===== src/rtl/i2c_txn_sequencer_if.sv =====
// Request, byte-engine command and response bundle for the I2C
// register-access transaction sequencer.
interface i2c_txn_sequencer_if;
    logic       req_valid;
    logic       req_ready;
    logic       req_rw;
    logic [6:0] req_dev_addr;
    logic [7:0] req_reg_addr;
    logic [7:0] req_wdata;
    logic       cmd_valid;
    logic       cmd_ready;
    logic [2:0] cmd_op;
    logic [7:0] cmd_data;
    logic       cmd_nack_last;
    logic       cmd_done;
    logic       cmd_nack;
    logic [7:0] cmd_rdata;
    logic       rsp_valid;
    logic [7:0] rsp_rdata;
    logic       rsp_nack;
    logic       rsp_timeout;

    modport master (
        input  req_valid, req_rw, req_dev_addr, req_reg_addr, req_wdata,
        input  cmd_ready, cmd_done, cmd_nack, cmd_rdata,
        output req_ready, cmd_valid, cmd_op, cmd_data, cmd_nack_last,
        output rsp_valid, rsp_rdata, rsp_nack, rsp_timeout
    );

    modport slave (
        output req_valid, req_rw, req_dev_addr, req_reg_addr, req_wdata,
        output cmd_ready, cmd_done, cmd_nack, cmd_rdata,
        input  req_ready, cmd_valid, cmd_op, cmd_data, cmd_nack_last,
        input  rsp_valid, rsp_rdata, rsp_nack, rsp_timeout
    );
endinterface


===== src/rtl/i2c_txn_sequencer.sv =====
// Turns one register read/write request into a START/WRITE/READ/STOP
// command stream for an I2C byte engine, with NACK and timeout abort.
module i2c_txn_sequencer #(
    parameter logic [15:0] TIMEOUT_CYCLES = 16'hFFFF
) (
    input logic             clk,
    input logic             rst_n,
    i2c_txn_sequencer_if.master bus
);
    typedef enum logic [3:0] {
        S_IDLE, S_START, S_DEV_W, S_REG, S_DATA_W,
        S_RESTART, S_DEV_R, S_DATA_R, S_STOP, S_RESP
    } state_t;

    state_t      r_state, w_next, w_seq;
    logic        r_issue, w_issue_next;
    logic [15:0] r_cnt, w_cnt_next;
    logic        r_nack, w_nack_next;
    logic        r_to, w_to_next;
    logic        r_rw;
    logic [6:0]  r_dev;
    logic [7:0]  r_reg, r_wdata, r_cap, r_rdata;
    logic        w_cmd_st, w_nack_st, w_expire, w_accept;
    logic [16:0] w_cnt_inc;

    assign w_cmd_st  = !(r_state inside {S_IDLE, S_RESP});
    assign w_nack_st = r_state inside {S_DEV_W, S_REG, S_DATA_W, S_DEV_R};
    assign w_accept  = (r_state == S_IDLE) & bus.req_valid;
    assign w_cnt_inc = {1'b0, r_cnt} + 17'd1;
    assign w_expire  = (w_cnt_inc == {1'b0, TIMEOUT_CYCLES});

    always_comb begin
        w_seq = S_IDLE;
        unique case (r_state)
            S_START:   w_seq = S_DEV_W;
            S_DEV_W:   w_seq = S_REG;
            S_REG:     w_seq = r_rw ? S_RESTART : S_DATA_W;
            S_DATA_W:  w_seq = S_STOP;
            S_RESTART: w_seq = S_DEV_R;
            S_DEV_R:   w_seq = S_DATA_R;
            S_DATA_R:  w_seq = S_STOP;
            S_STOP:    w_seq = S_RESP;
            default:   w_seq = S_IDLE;
        endcase
    end

    // Issue phase holds the counter at zero; only wait cycles count.
    always_comb begin
        w_next       = r_state;
        w_issue_next = r_issue;
        w_cnt_next   = r_cnt;
        w_nack_next  = r_nack;
        w_to_next    = r_to;
        if (r_state == S_IDLE) begin
            if (bus.req_valid) begin
                w_next       = S_START;
                w_issue_next = 1'b1;
            end
        end else if (r_state == S_RESP) begin
            w_next      = S_IDLE;
            w_nack_next = 1'b0;
            w_to_next   = 1'b0;
        end else if (r_issue) begin
            w_cnt_next = '0;
            if (bus.cmd_ready) w_issue_next = 1'b0;
        end else if (bus.cmd_done) begin
            w_cnt_next   = '0;
            w_issue_next = 1'b1;
            if (w_nack_st && bus.cmd_nack) begin
                w_nack_next = 1'b1;
                w_next      = S_STOP;
            end else begin
                w_next = w_seq;
            end
        end else if (w_expire) begin
            w_cnt_next   = '0;
            w_issue_next = 1'b1;
            w_to_next    = 1'b1;
            w_next       = (r_state == S_STOP) ? S_RESP : S_STOP;
        end else begin
            w_cnt_next = w_cnt_inc[15:0];
        end
    end

    always_ff @(posedge clk) begin
        if (!rst_n) begin
            r_state <= S_IDLE;
            r_issue <= 1'b1;
            r_cnt   <= '0;
            r_nack  <= 1'b0;
            r_to    <= 1'b0;
            r_rw    <= 1'b0;
            r_dev   <= '0;
            r_reg   <= '0;
            r_wdata <= '0;
            r_cap   <= '0;
            r_rdata <= '0;
        end else begin
            r_state <= w_next;
            r_issue <= w_issue_next;
            r_cnt   <= w_cnt_next;
            r_nack  <= w_nack_next;
            r_to    <= w_to_next;
            if (w_accept) begin
                r_rw    <= bus.req_rw;
                r_dev   <= bus.req_dev_addr;
                r_reg   <= bus.req_reg_addr;
                r_wdata <= bus.req_wdata;
                r_cap   <= '0;
            end
            if (r_state == S_DATA_R && !r_issue && bus.cmd_done)
                r_cap <= bus.cmd_rdata;
            if (w_next == S_RESP && r_state == S_STOP)
                r_rdata <= (r_rw && !w_nack_next && !w_to_next) ? r_cap : 8'h00;
        end
    end

    always_comb begin
        bus.cmd_op   = 3'd0;
        bus.cmd_data = 8'h00;
        unique case (r_state)
            S_START:   bus.cmd_op = 3'd0;
            S_DEV_W: begin
                bus.cmd_op   = 3'd1;
                bus.cmd_data = {r_dev, 1'b0};
            end
            S_REG: begin
                bus.cmd_op   = 3'd1;
                bus.cmd_data = r_reg;
            end
            S_DATA_W: begin
                bus.cmd_op   = 3'd1;
                bus.cmd_data = r_wdata;
            end
            S_RESTART: bus.cmd_op = 3'd4;
            S_DEV_R: begin
                bus.cmd_op   = 3'd1;
                bus.cmd_data = {r_dev, 1'b1};
            end
            S_DATA_R:  bus.cmd_op = 3'd2;
            S_STOP:    bus.cmd_op = 3'd3;
            default:   bus.cmd_op = 3'd0;
        endcase
    end

    assign bus.req_ready     = (r_state == S_IDLE);
    assign bus.cmd_valid     = w_cmd_st & r_issue;
    assign bus.cmd_nack_last = 1'b1;
    assign bus.rsp_valid     = (r_state == S_RESP);
    assign bus.rsp_rdata     = r_rdata;
    assign bus.rsp_nack      = (r_state == S_RESP) & r_nack;
    assign bus.rsp_timeout   = (r_state == S_RESP) & r_to;
endmodule


===== src/flat_wrapper.sv =====
// flat-port wrapper written by rule: the top's interface ports become plain ports
module i2c_txn_sequencer_flat 
#(
    parameter logic [15:0] TIMEOUT_CYCLES = 16'hFFFF
)
  (clk, rst_n, bus_req_valid, bus_req_rw, bus_req_dev_addr, bus_req_reg_addr, bus_req_wdata, bus_cmd_ready, bus_cmd_done, bus_cmd_nack, bus_cmd_rdata, bus_req_ready, bus_cmd_valid, bus_cmd_op, bus_cmd_data, bus_cmd_nack_last, bus_rsp_valid, bus_rsp_rdata, bus_rsp_nack, bus_rsp_timeout);
  i2c_txn_sequencer_if bus_i ();
  input logic clk;
  input logic rst_n;
  input wire logic [$bits(bus_i.req_valid)-1:0] bus_req_valid;
  input wire logic [$bits(bus_i.req_rw)-1:0] bus_req_rw;
  input wire logic [$bits(bus_i.req_dev_addr)-1:0] bus_req_dev_addr;
  input wire logic [$bits(bus_i.req_reg_addr)-1:0] bus_req_reg_addr;
  input wire logic [$bits(bus_i.req_wdata)-1:0] bus_req_wdata;
  input wire logic [$bits(bus_i.cmd_ready)-1:0] bus_cmd_ready;
  input wire logic [$bits(bus_i.cmd_done)-1:0] bus_cmd_done;
  input wire logic [$bits(bus_i.cmd_nack)-1:0] bus_cmd_nack;
  input wire logic [$bits(bus_i.cmd_rdata)-1:0] bus_cmd_rdata;
  output wire logic [$bits(bus_i.req_ready)-1:0] bus_req_ready;
  output wire logic [$bits(bus_i.cmd_valid)-1:0] bus_cmd_valid;
  output wire logic [$bits(bus_i.cmd_op)-1:0] bus_cmd_op;
  output wire logic [$bits(bus_i.cmd_data)-1:0] bus_cmd_data;
  output wire logic [$bits(bus_i.cmd_nack_last)-1:0] bus_cmd_nack_last;
  output wire logic [$bits(bus_i.rsp_valid)-1:0] bus_rsp_valid;
  output wire logic [$bits(bus_i.rsp_rdata)-1:0] bus_rsp_rdata;
  output wire logic [$bits(bus_i.rsp_nack)-1:0] bus_rsp_nack;
  output wire logic [$bits(bus_i.rsp_timeout)-1:0] bus_rsp_timeout;
  assign bus_i.req_valid = bus_req_valid;
  assign bus_i.req_rw = bus_req_rw;
  assign bus_i.req_dev_addr = bus_req_dev_addr;
  assign bus_i.req_reg_addr = bus_req_reg_addr;
  assign bus_i.req_wdata = bus_req_wdata;
  assign bus_i.cmd_ready = bus_cmd_ready;
  assign bus_i.cmd_done = bus_cmd_done;
  assign bus_i.cmd_nack = bus_cmd_nack;
  assign bus_i.cmd_rdata = bus_cmd_rdata;
  assign bus_req_ready = bus_i.req_ready;
  assign bus_cmd_valid = bus_i.cmd_valid;
  assign bus_cmd_op = bus_i.cmd_op;
  assign bus_cmd_data = bus_i.cmd_data;
  assign bus_cmd_nack_last = bus_i.cmd_nack_last;
  assign bus_rsp_valid = bus_i.rsp_valid;
  assign bus_rsp_rdata = bus_i.rsp_rdata;
  assign bus_rsp_nack = bus_i.rsp_nack;
  assign bus_rsp_timeout = bus_i.rsp_timeout;
  i2c_txn_sequencer #(.TIMEOUT_CYCLES(TIMEOUT_CYCLES)) u_core (.clk(clk), .rst_n(rst_n), .bus(bus_i));
endmodule

===== config.mk =====
export PLATFORM = sky130hd
export DESIGN_NAME = i2c_txn_sequencer_flat
export DESIGN_NICKNAME = d
export VERILOG_FILES = /design/src/rtl/i2c_txn_sequencer_if.sv /design/src/rtl/i2c_txn_sequencer.sv /design/src/flat_wrapper.sv
export SDC_FILE = /design/constraint.sdc
export NUM_CORES = 1
export LEC_CHECK = 0
export BUFFER_PORTS_ARGS = -buffer_cell sky130_fd_sc_hd__buf_2
export CAP_MARGIN = 0
export CORE_MARGIN = 2
export CORE_UTILIZATION = 35
export DETAILED_ROUTE_END_ITERATION = 10
export GPL_ROUTABILITY_DRIVEN = 0
export HOLD_SLACK_MARGIN = 0.02
export PLACE_DENSITY = 0.59
export SLEW_MARGIN = 10
export SYNTH_ARGS = -nofsm -noshare
export SYNTH_HDL_FRONTEND = slang
export SYNTH_SLANG_ARGS = --single-unit

===== constraint.sdc =====
create_clock -name clk -period 2.88 [get_ports clk]
set_input_delay 0.576 -clock clk [delete_from_list [all_inputs] [get_ports clk]]
set_output_delay 0.576 -clock clk [all_outputs]
set_load 0.1 [all_outputs]

# ---- Word-level counts from Yosys, hierarchy flattened
# Cells that the tools add are included.
dict set report op_classes {
  eq_ne 13
  n_bitwise 6
  n_div 0
  n_lt_le_gt_ge 0
  mul 0
  n_shift 0
  add_sub_neg 1
  n_mux 35
  n_reduce_logical 18
}
# op n
set op_table {}
lappend op_table {{2-to-1 mux 16 bit} 3}
lappend op_table {{one-hot mux 8 bit (4 select lines)} 1}
lappend op_table {{2-to-1 mux 4 bit} 7}
lappend op_table {{one-hot mux 4 bit (7 select lines)} 1}
lappend op_table {{2-to-1 mux 8 bit} 3}
lappend op_table {{2-to-1 mux 1 bit} 19}
lappend op_table {{adder 16 x 1 -> 17 bit (second input constant)} 1}
lappend op_table {{equality test 17 x 16 -> 1 bit (second input constant)} 1}
lappend op_table {{equality test 4 x 3 -> 1 bit (second input constant)} 4}
lappend op_table {{equality test 4 bit (second input constant)} 3}
lappend op_table {{one-hot mux 3 bit (4 select lines)} 1}
lappend op_table {{equality test 4 x 2 -> 1 bit (second input constant)} 2}
lappend op_table {{logical AND 1 bit} 6}
lappend op_table {{bitwise AND 1 bit} 4}
lappend op_table {{equality test 4 x 1 -> 1 bit (second input constant)} 1}
lappend op_table {{logical NOT 1 bit} 4}
lappend op_table {{logical NOT 4 bit} 1}
lappend op_table {{inequality test 2 bit (second input constant)} 2}
lappend op_table {{AND reduction 2 bit} 2}
lappend op_table {{nonzero test 2 bit} 2}
lappend op_table {{nonzero test 4 bit} 1}
lappend op_table {{OR reduction 4 bit} 1}
lappend op_table {{inverter 1 bit} 2}
lappend op_table {{OR reduction 2 bit} 1}
dict set report totals {
  word_cells 84
  romBits 0
  output_inout_bits 25
  n_memories 0
  latchBits 0
  ramBits 0
  regBits 63
  input_bits 38
}

# ---- Logic depth before layout (Yosys ltp)
# Gate-level depths: netlist (run 1).
dict set report logic_depth {
  depth_word 12
  mapped_depth 10
  mapped_depth_nobuf 8
}

# ---- Worst setup path before layout (run 1)
# Ideal clock, no wire load.
dict set report synth_timing {
  kind {reg2reg}
  start {register u_core.r_state[0]}
  end {register u_core.r_reg[5]}
  required_time_ns 2.748
  arrival_ns 3.905
  n_path_buf 2
  slack_ns -1.157
  path_stages_with_launch 8
  path_cell_list {dfxtp_1 -> or2_2 -> clkbuf_1 -> nor3_1 -> nand2_1 -> clkbuf_1 -> nand2_1 -> a21oi_1}
}
dict set report synth_via {
  elab_chain_len 2
}
# item line
set synth_rtl {}
lappend synth_rtl {{start: declaration} i2c_txn_sequencer.sv:15} ;# state_t r_state, w_next, w_seq;
lappend synth_rtl {{start signal: assignment} i2c_txn_sequencer.sv:99} ;# r_state <= w_next;
lappend synth_rtl {{logical NOT 4 bit} -}
lappend synth_rtl {{named net bus_req_ready} flat_wrapper.sv:19} ;# output wire logic [$bits(bus_i.req_ready)-1:0] bus_req_ready;
lappend synth_rtl {{bitwise AND 1 bit} i2c_txn_sequencer.sv:28} ;# assign w_accept = (r_state == S_IDLE) & bus.req_valid;
lappend synth_rtl {{end signal: assignment} i2c_txn_sequencer.sv:107} ;# r_reg <= bus.req_reg_addr;
lappend synth_rtl {{end: declaration} i2c_txn_sequencer.sv:22} ;# logic [7:0] r_reg, r_wdata, r_cap, r_rdata;
# The timed path passes the listed nets, and every way through them passes these cells.
# A chain may end at the register's enable or synchronous reset.

# ---- Worst setup path after layout (run 1)
dict set report layout_timing {
  start {register u_core.r_state[1]}
  end {output port bus_cmd_data[3]}
}
dict set report layout_via {
  elab_chain_len 2
}
# item line
set layout_rtl {}
lappend layout_rtl {{equality test 4 x 3 -> 1 bit or equality test 4 x 2 -> 1 bit (tied branches)} i2c_txn_sequencer.sv:121} ;# unique case (r_state)
lappend layout_rtl {{one-hot mux 8 bit (4 select lines) (*)} i2c_txn_sequencer.sv:121}
lappend layout_rtl {{end: declaration} flat_wrapper.sv:22} ;# output wire logic [$bits(bus_i.cmd_data)-1:0] bus_cmd_data;
# Every way passes the cells marked *; elsewhere a longest branch is shown, timed or not.

==> flow_summary.ini, run 1 <==
[timing]
hold_slack_ps = 459
skew_ps = 13.6
hold_viol = 0
rsz0062_at_grt = false
fmax_ghz = 0.378
worstMarginPinSlew_ps = 590
final.setup.worst_slack_ps = 234
finalSetupViolCount = 0
slew_headroom = 0.605
maxSlewViolCount = 0
finalCritPeriodShare = 0.919
fin_crit_ps = 2650

[floorplan]
die_area_um2 = 9620
die-height_um = 98.1
ios = 63
core-area_um2 = 8640
initial_core_util = 0.359
die_w_um = 98.1
rows = 34

[cells_and_area]
multi_input_area_um2 = 1730
layout_commonest_cell = nand2_1
area_growth_pct = 24.8
seq_area_um2 = 1260
utilization = 0.448
drive_gt1_frac = 0.208
fillers = 911
num_antenna_cells = 0
final_cell_count_no_fill = 583
regMostFlops = u_core.r_cnt
finalNetCount = 510
largest_reg_flops = 16
final_cell_mix = nand2_1 (104), dfxtp_1 (63), buf_2 (54)

[clocking]
cts_buffers = 9
cts.repair.resized = 0
numClockSinks = 63
cts_max_level = 3
clock_latency_ps = 340
postCtsSetupRepairBufs = 0
clk_pin_slew_ps = 70
cts-root-buf = clkbuf_8
clockBufferDepth = 2
cts_tree = built
ctsHoldBuffers = 0

[global_routing]
grt_usage = 0.170
grt_pass1_vias = 2903
grt_pass1_wl_um = 13600
grt_max_degree = 41
grt_antenna_before_repair = 0
grt_overflow = 0

[synthesis]
syn_avg_cell_area_um2 = 7.61
synth_edf_count = 0
synthArstFlopShare = 0
synth_ff_type = dfxtp_1
yosysWarnings = 0
synth_area_leaders = dfxtp_1 (41%), nand2_1 (13%), a21oi_1 (6.1%)
syn-cell-area_um2 = 3100
netlist-cell-type-count = 49
ys_seq_area_frac = 0.407
yosysTopAreaCell = dfxtp_1
synth_top_area_share = 0.407
ys_seq_elements = 63
synthCells = 407
synth_fp_nets = 447

[routing]
vias = 3014
viasPerCell = 5.17
drcViolationCount = 0
wl_um = 7980
initialDrtViolationCount = 135
dr.pass1.iters = 4
wire_per_inst_um = 13.7
ant_nets = 0

[run]
cap_violations = 0

[placement]
hpwl_um = 5800
dp_cells = 567
place_ws_ps = 322
io_buffers = 61

[min_path]
min_path_type = reg -> reg
hp-start = u_core.r_reg[5]

[setup_path]
cp_max_fo = 13
required_ps = 2300
critPathLaunchType = flip-flop
crit_type = reg -> out
cp.arrival_ps = 2070
end_kind = primary output
reg2reg_from = u_core.r_cnt[5]
crit_start = u_core.r_state[1]

[power_and_ir_drop]
p_leak_nw = 1.61
power.density_nw_per_um2 = 478
vdd_drop_max_mv = 0.273
total_power_w = 0.00185

[status]
outcome = finished clean
power breakdown:
part	leakage (nW)	internal, W	switching (W)
sequential	0.512	0.000894	0.0000131
combinational	1.00	0.0000567	0.000115
clock	0.0992	0.000401	0.000365
synth_stat cells (2+ instances only):
cell and instances:
ha_1 2, nand2b_1 6, nor3_1 17, and2_1 3, nand2_1 104, and3_1 3, nor4_1 3, nand3_1 5
buf_2 2, nor2_1 33, dfxtp_1 63, o22ai_1 3, o21ai_0 14, or3_1 7, a211o_1 4, a21oi_1 38
a22oi_1 16, a21o_1 3, xor2_1 3, nand4_1 7, o31ai_1 2, buf_4 3, clkbuf_1 16, inv_1 8
o2111ai_1 3, and4_1 2, mux2i_1 9, xnor2_1 5, o21a_1 3
final timing paths:
check | endpoint | cells after the start | slack (ps)
max reg2reg | u_core.bus.rsp_rdata[1] | 7 | 260
max | bus_cmd_data[3] | 6 | 230
min | u_core.r_reg[5] | 2 | 460
min reg2reg | u_core.r_reg[5] | 2 | 460
kinds of logic (layout without fill, tap and decap cells):
kind of cell	after synthesis	count (layout)	synth area share
adder cells (fa/ha/maj)	2	2	0.00808
buffers and inverters	30	98	0.0408
XOR/XNOR	9	9	0.0279
other	1	1	0.00121
AO/OA/AOI/OAI	97	97	0.200
AND/OR/NAND/NOR	196	196	0.286
flip-flops	63	63	0.407
multiplexers	9	9	0.0291
worst max-delay path, stage by stage, from the launching register on:
cell     delay (ps)
dfxtp_1         450
or2_2           410
nor2_1          310
buf_4           210
a22oi_1          60
nand2_1         130
buf_12          190
area by class of cell:
type	instances	share of cell area
Timing Repair Buffer	74	0.131
Clock buffer	9	0.0320
Sequential cell	63	0.326
Inverter	8	0.00777
Clock inverter	7	0.0191
Multi-Input combinational cell	314	0.448
Tap cell	108	0.0350
stage by stage:
stage,setup TNS [ps],cell area (µm²)
floorplan,-86.3,3120
global placement,0,3670
detailed placement,0,3670
CTS,0,3860
global route,0,3860
finish,0,3860
metal layers:
| metal | track usage | part of all wire |
|---|---|---|
| met1 | 0.232 | 0.49 |
| met2 | 0.272 | 0.46 |
| met3 | 0.0293 | 0.037 |
| met4 | 0.0588 | 0.012 |
| met5 | 0 | 0 |
Power figures use the tool's default switching activity.
==> inputs of run 2 (changes only) <==
CORE_MARGIN = unset   (was 2)
PLACE_DENSITY = 0.61   (was 0.59)
clock period = 2.15 ns   (was 2.88 ns; I/O delays follow)
==> run 2 against run 1 <==
Against the previous run:
- the run now ends with setup timing left
- critical path depth up 3
- wire length up 12%
- clock power up 21%
- die area down 4.0%
- clock-buffer cell count up 2
- design area up 20%
- highest routed layer unchanged
==> flow_summary.ini, run 2 (same netlist as run 1, synthesis figures left out) <==
[cells_and_area]
finalNetCount = 553
drive_gt1_frac = 0.396
utilization = 0.555
largest_reg_flops = 16
num_antenna_cells = 0
final_cell_mix = nand2_1 (90), dfxtp_1 (52), buf_4 (48)
regMostFlops = u_core.r_cnt
area_growth_pct = 50.2
layout_commonest_cell = nand2_1

[timing]
hold_viol = 0
maxSlewViolCount = 0
skew_ps = 12.6
slew_headroom = 0.658
finalSetupViolCount = 16
fmax_ghz = 0.443
fin_crit_ps = 2260
rsz0062_at_grt = true
setup_tns_ps = -1360
final.setup.worst_slack_ps = -110
finalCritPeriodShare = 1.05
worstMarginPinSlew_ps = 509

[setup_path]
slowest_stage = or4b_4
reg2reg_setup_slack_ps = -110
cp_max_fo = 8
crit_type = reg -> reg
critPathLaunchType = flip-flop
cp_top_family = simple AND/OR/NAND/NOR gates
path_cells = nand4_1, buf_4, or4b_4, xor2_2, nor4_4, buf_6, o21ai_4, buf_12, mux2i_1
required_ps = 2380
end_kind = flip-flop
cpPeakStageDelay_ps = 520
cp.arrival_ps = 2490
path_buf_inv = 3

[routing]
dr.pass1.iters = 5
drcViolationCount = 0
viasPerCell = 5.22
initialDrtViolationCount = 153
ant_nets = 0
wl_um = 8980
vias = 3251
wire_per_inst_um = 14.4

[power_and_ir_drop]
vdd_drop_max_mv = 0.290
power.density_nw_per_um2 = 517
total_power_w = 0.00241
p_leak_nw = 1.89

[status]
outcome = finished, violations left
violations = setup timing

[clocking]
clock_latency_ps = 340
clk_pin_slew_ps = 80
numClockSinks = 63
clockBufferDepth = 2
cts_tree = built
cts_max_level = 3
cts-root-buf = clkbuf_8
cts_buffers = 9

[floorplan]
rows = 33
core-area_um2 = 8380
die-height_um = 96.1
die_area_um2 = 9230
ios = 63
die_w_um = 96.1
initial_core_util = 0.370

[placement]
io_buffers = 61
hpwl_um = 6110

[global_routing]
grt_overflow = 0
grt_pass1_wl_um = 14500
grt_antenna_before_repair = 0
grt_usage = 0.206
grt_pass1_vias = 3105
grt_max_degree = 41

[min_path]
min_path_type = in -> reg

[run]
cap_violations = 0
run 2: cell count changes in the layout (fill, tap and decap cells not counted), sizes merged:
cell | previous run | this run
a31o | 1 | 2
buf | 74 | 116
bufinv | 1 | 0
clkbuf | 9 | 11
clkinv | 5 | 3
clkinvlp | 1 | 2
run 2: final timing paths:
path                          from                 endpoint  cells past startpoint
setup / recovery   u_core.r_cnt[5]  u_core.bus.rsp_rdata[5]                      9
hold / removal    bus_req_wdata[4]        u_core.r_wdata[4]                      3
setup reg to reg   u_core.r_cnt[5]  u_core.bus.rsp_rdata[5]                      9
hold reg to reg    u_core.r_reg[0]          u_core.r_reg[0]                      2
run 2: tightest hold or removal path: stages:
cell and delay (ps):
buf_2 100, nand2_1 50, a21oi_1 50
run 2: per-stage QoR:
step                setup WS [ps]  hold slack, ps  cells  area [µm²]
CTS                         -46.4             318    620        4470
global placement             -113             441    597        4180
floorplan                    -194             432    407        3310
detailed placement           -196             448    597        4180
finish                       -110             327    623        4650
global route                 -220             322    623        4650
run 2: cell type report:
class	instances	area, µm²
inverters	8	30.0
well taps	105	131
fillers	766	3730
clock inverters	5	33.8
flip-flops and latches	63	1280
clock buffers	11	141
repair buffers	116	1000
multi-input cells	315	2040
run 2: layer usage:
layer | vias to the layer above | routed length, µm | track usage
li1 | 1633 | - | -
met1 | 1515 | 4110 | 0.271
met2 | 88 | 4270 | 0.327
met3 | 15 | 431 | 0.0387
met4 | 0 | 163 | 0.0858
met5 | - | 0 | 0
run 2: report_power, final:
group / internal [W] / switching (W) / total [W]
Sequential: 0.00120 / 0.0000192 / 0.00122
Clock: 0.000448 / 0.000481 / 0.000929
Combinational: 0.0000974 / 0.000164 / 0.000261
Total: 0.00174 / 0.000664 / 0.00241
run 2: repair_timing:
action | 4_1_cts | 5_1_grt
resized for setup | 16 | 42
buffers inserted | 6 | 3
cloned | 1 | 0
pin swaps | 12 | 14
hold buffers | 0 | 0
setup endpoints to repair | 30 | 39
==> inputs of run 3 (changes only) <==
RECOVER_POWER = 25   (was unset)
==> run 3 against run 2 <==
Against the previous run:
- the run still ends with setup timing left
- clock power about the same
- sequential cell count unchanged
- register-to-register slack about the same
- critical endpoint unchanged
- combinational power about the same
- sequential power about the same
- total power about the same
- first-iteration DRC count up 7.8%
- critical path type unchanged
- clock-buffer cell count unchanged
- wire length up 0.10%
- worst setup slack worse by 1.6 ps
- highest routed layer unchanged
==> flow_summary.ini, run 3 (same netlist as run 1, synthesis figures left out) <==
[status]
outcome = finished, violations left
violations = setup timing

[clocking]
cts_tree = built
cts_buffers = 9
clk_pin_slew_ps = 80
cts_max_level = 3
clock_latency_ps = 340
numClockSinks = 63
ctsHoldBuffers = 0
cts-root-buf = clkbuf_8
clockBufferDepth = 2

[global_routing]
grt_antenna_before_repair = 0
grt_max_degree = 41
grt-busiest-layer = met2
met3_usage = 0.0387
grt_usage = 0.206
grt_overflow = 0
grt.met2_usage = 0.327
grt_util_met1 = 0.271
grt_pass1_wl_um = 14500
grt_pass1_vias = 3105

[timing]
finalCritPeriodShare = 1.05
hold_viol = 0
worstMarginPinSlew_ps = 548
rsz0062_at_grt = true
final.setup.worst_slack_ps = -111
skew_ps = 12.7
fmax_ghz = 0.442
slew_headroom = 0.636
fin_crit_ps = 2260
maxSlewViolCount = 0
finalSetupViolCount = 16

[min_path]
min_path_type = in -> reg

[cells_and_area]
final_cell_mix = nand2_1 (90), dfxtp_1 (52), buf_4 (47)
largest_reg_flops = 16
area_growth_pct = 50.0
finalNetCount = 553
drive_gt1_frac = 0.394
num_antenna_cells = 0
layout_commonest_cell = nand2_1
fin_area_um2 = 4650
regMostFlops = u_core.r_cnt

[setup_path]
cp.arrival_ps = 2490
crit_start = u_core.r_cnt[5]
cp_max_fo = 8
ff2ff_path_depth = 9
worstSetupEndpoint = u_core.bus.rsp_rdata[5]
required_ps = 2380
end_kind = flip-flop
crit_type = reg -> reg
reg2reg_from = u_core.r_cnt[5]
rr_endpoint = u_core.bus.rsp_rdata[5]
critPathLaunchType = flip-flop
reg2reg_setup_slack_ps = -110

[power_and_ir_drop]
p_leak_nw = 1.88
clkPwrFrac = 0.386
p_sw_frac = 0.276
combPwrFrac = 0.108
netSwitchingPower_w = 0.000664
power.density_nw_per_um2 = 518
seqPwrFrac = 0.506
p_int_w = 0.00174
vdd_drop_max_mv = 0.290

[routing]
dr.pass1.iters = 5
wl_um = 8990
drcViolationCount = 0
initialDrtViolationCount = 165
viasPerCell = 5.22
vias = 3249
ant_nets = 0
wire_per_inst_um = 14.4

[floorplan]
rows = 33
ios = 63
die_area_um2 = 9230
die-height_um = 96.1
core-area_um2 = 8380
initial_core_util = 0.370
die_w_um = 96.1

[placement]
dpl-instance-area_um2 = 4180
place_ws_ps = -196
hpwl_um = 6110
io_buffers = 61

[run]
cap_violations = 0
run 3: cell type report:
type,count,area (µm²)
multi-input combinational,315,2040
tap,105,131
sequential,63,1280
clock buffer,11,141
clock inverter,5,33.8
fill,768,3730
timing repair buffer,116,998
inverter,8,30.0
run 3: power by group through the flow:
stage          registers [W]  logic (W)  clock network, W
6_report             0.00122   0.000260          0.000929
5_1_grt              0.00122   0.000286          0.000995
4_1_cts              0.00122   0.000258          0.000949
3_5_place_dp         0.00124   0.000256                 0
3_3_place_gp         0.00124   0.000254                 0
2_1_floorplan        0.00124   0.000165                 0
run 3: worst max-delay path, cell delays in order, from the launching register on:
cell	delay, ps
dfxtp_2	340
nand4_1	120
buf_4	170
or4b_4	520
xor2_2	180
nor4_4	290
buf_6	170
o21ai_4	60
buf_12	170
mux2i_1	110
run 3: stage by stage:
stage | cells | hold WS, ps | total power, W | utilization | setup TNS (ps)
floorplan | 407 | 432 | 0.00140 | - | -4900
global placement | 597 | 441 | 0.00150 | 0.498 | -1240
detailed placement | 597 | 448 | 0.00150 | 0.498 | -2680
CTS | 620 | 318 | 0.00242 | 0.534 | -531
global route | 623 | 322 | 0.00250 | 0.555 | -3380
finish | 623 | 326 | 0.00241 | 0.555 | -1380
run 3: how the worst min path moves through the flow:
stage               slack [ps]  depth (start not counted)           startpoint                       to
floorplan                  430                          2      u_core.r_reg[6]          u_core.r_reg[6]
global placement           440                          2      u_core.r_cap[4]  u_core.bus.rsp_rdata[4]
detailed placement         450                          2      u_core.r_dev[4]          u_core.r_dev[4]
CTS                        320                          3     bus_req_wdata[4]        u_core.r_wdata[4]
global route               320                          3  bus_req_dev_addr[1]          u_core.r_dev[1]
finish                     330                          3     bus_req_wdata[4]        u_core.r_wdata[4]
run 3: layer usage:
| layer | routed length [µm] | up-vias | share of wire |
|---|---|---|---|
| li1 | - | 1633 | - |
| met1 | 4150 | 1514 | 0.46 |
| met2 | 4270 | 87 | 0.48 |
| met3 | 399 | 15 | 0.044 |
| met4 | 163 | 0 | 0.018 |
| met5 | 0 | - | 0 |
run 3: what timing repair did:
action | CTS | global route
endpoints found under the setup margin | 30 | 39
buffers inserted | 6 | 3
cloned | 1 | 0
hold endpoints to repair | 0 | 0
resized for setup | 16 | 42
pin swaps | 12 | 14
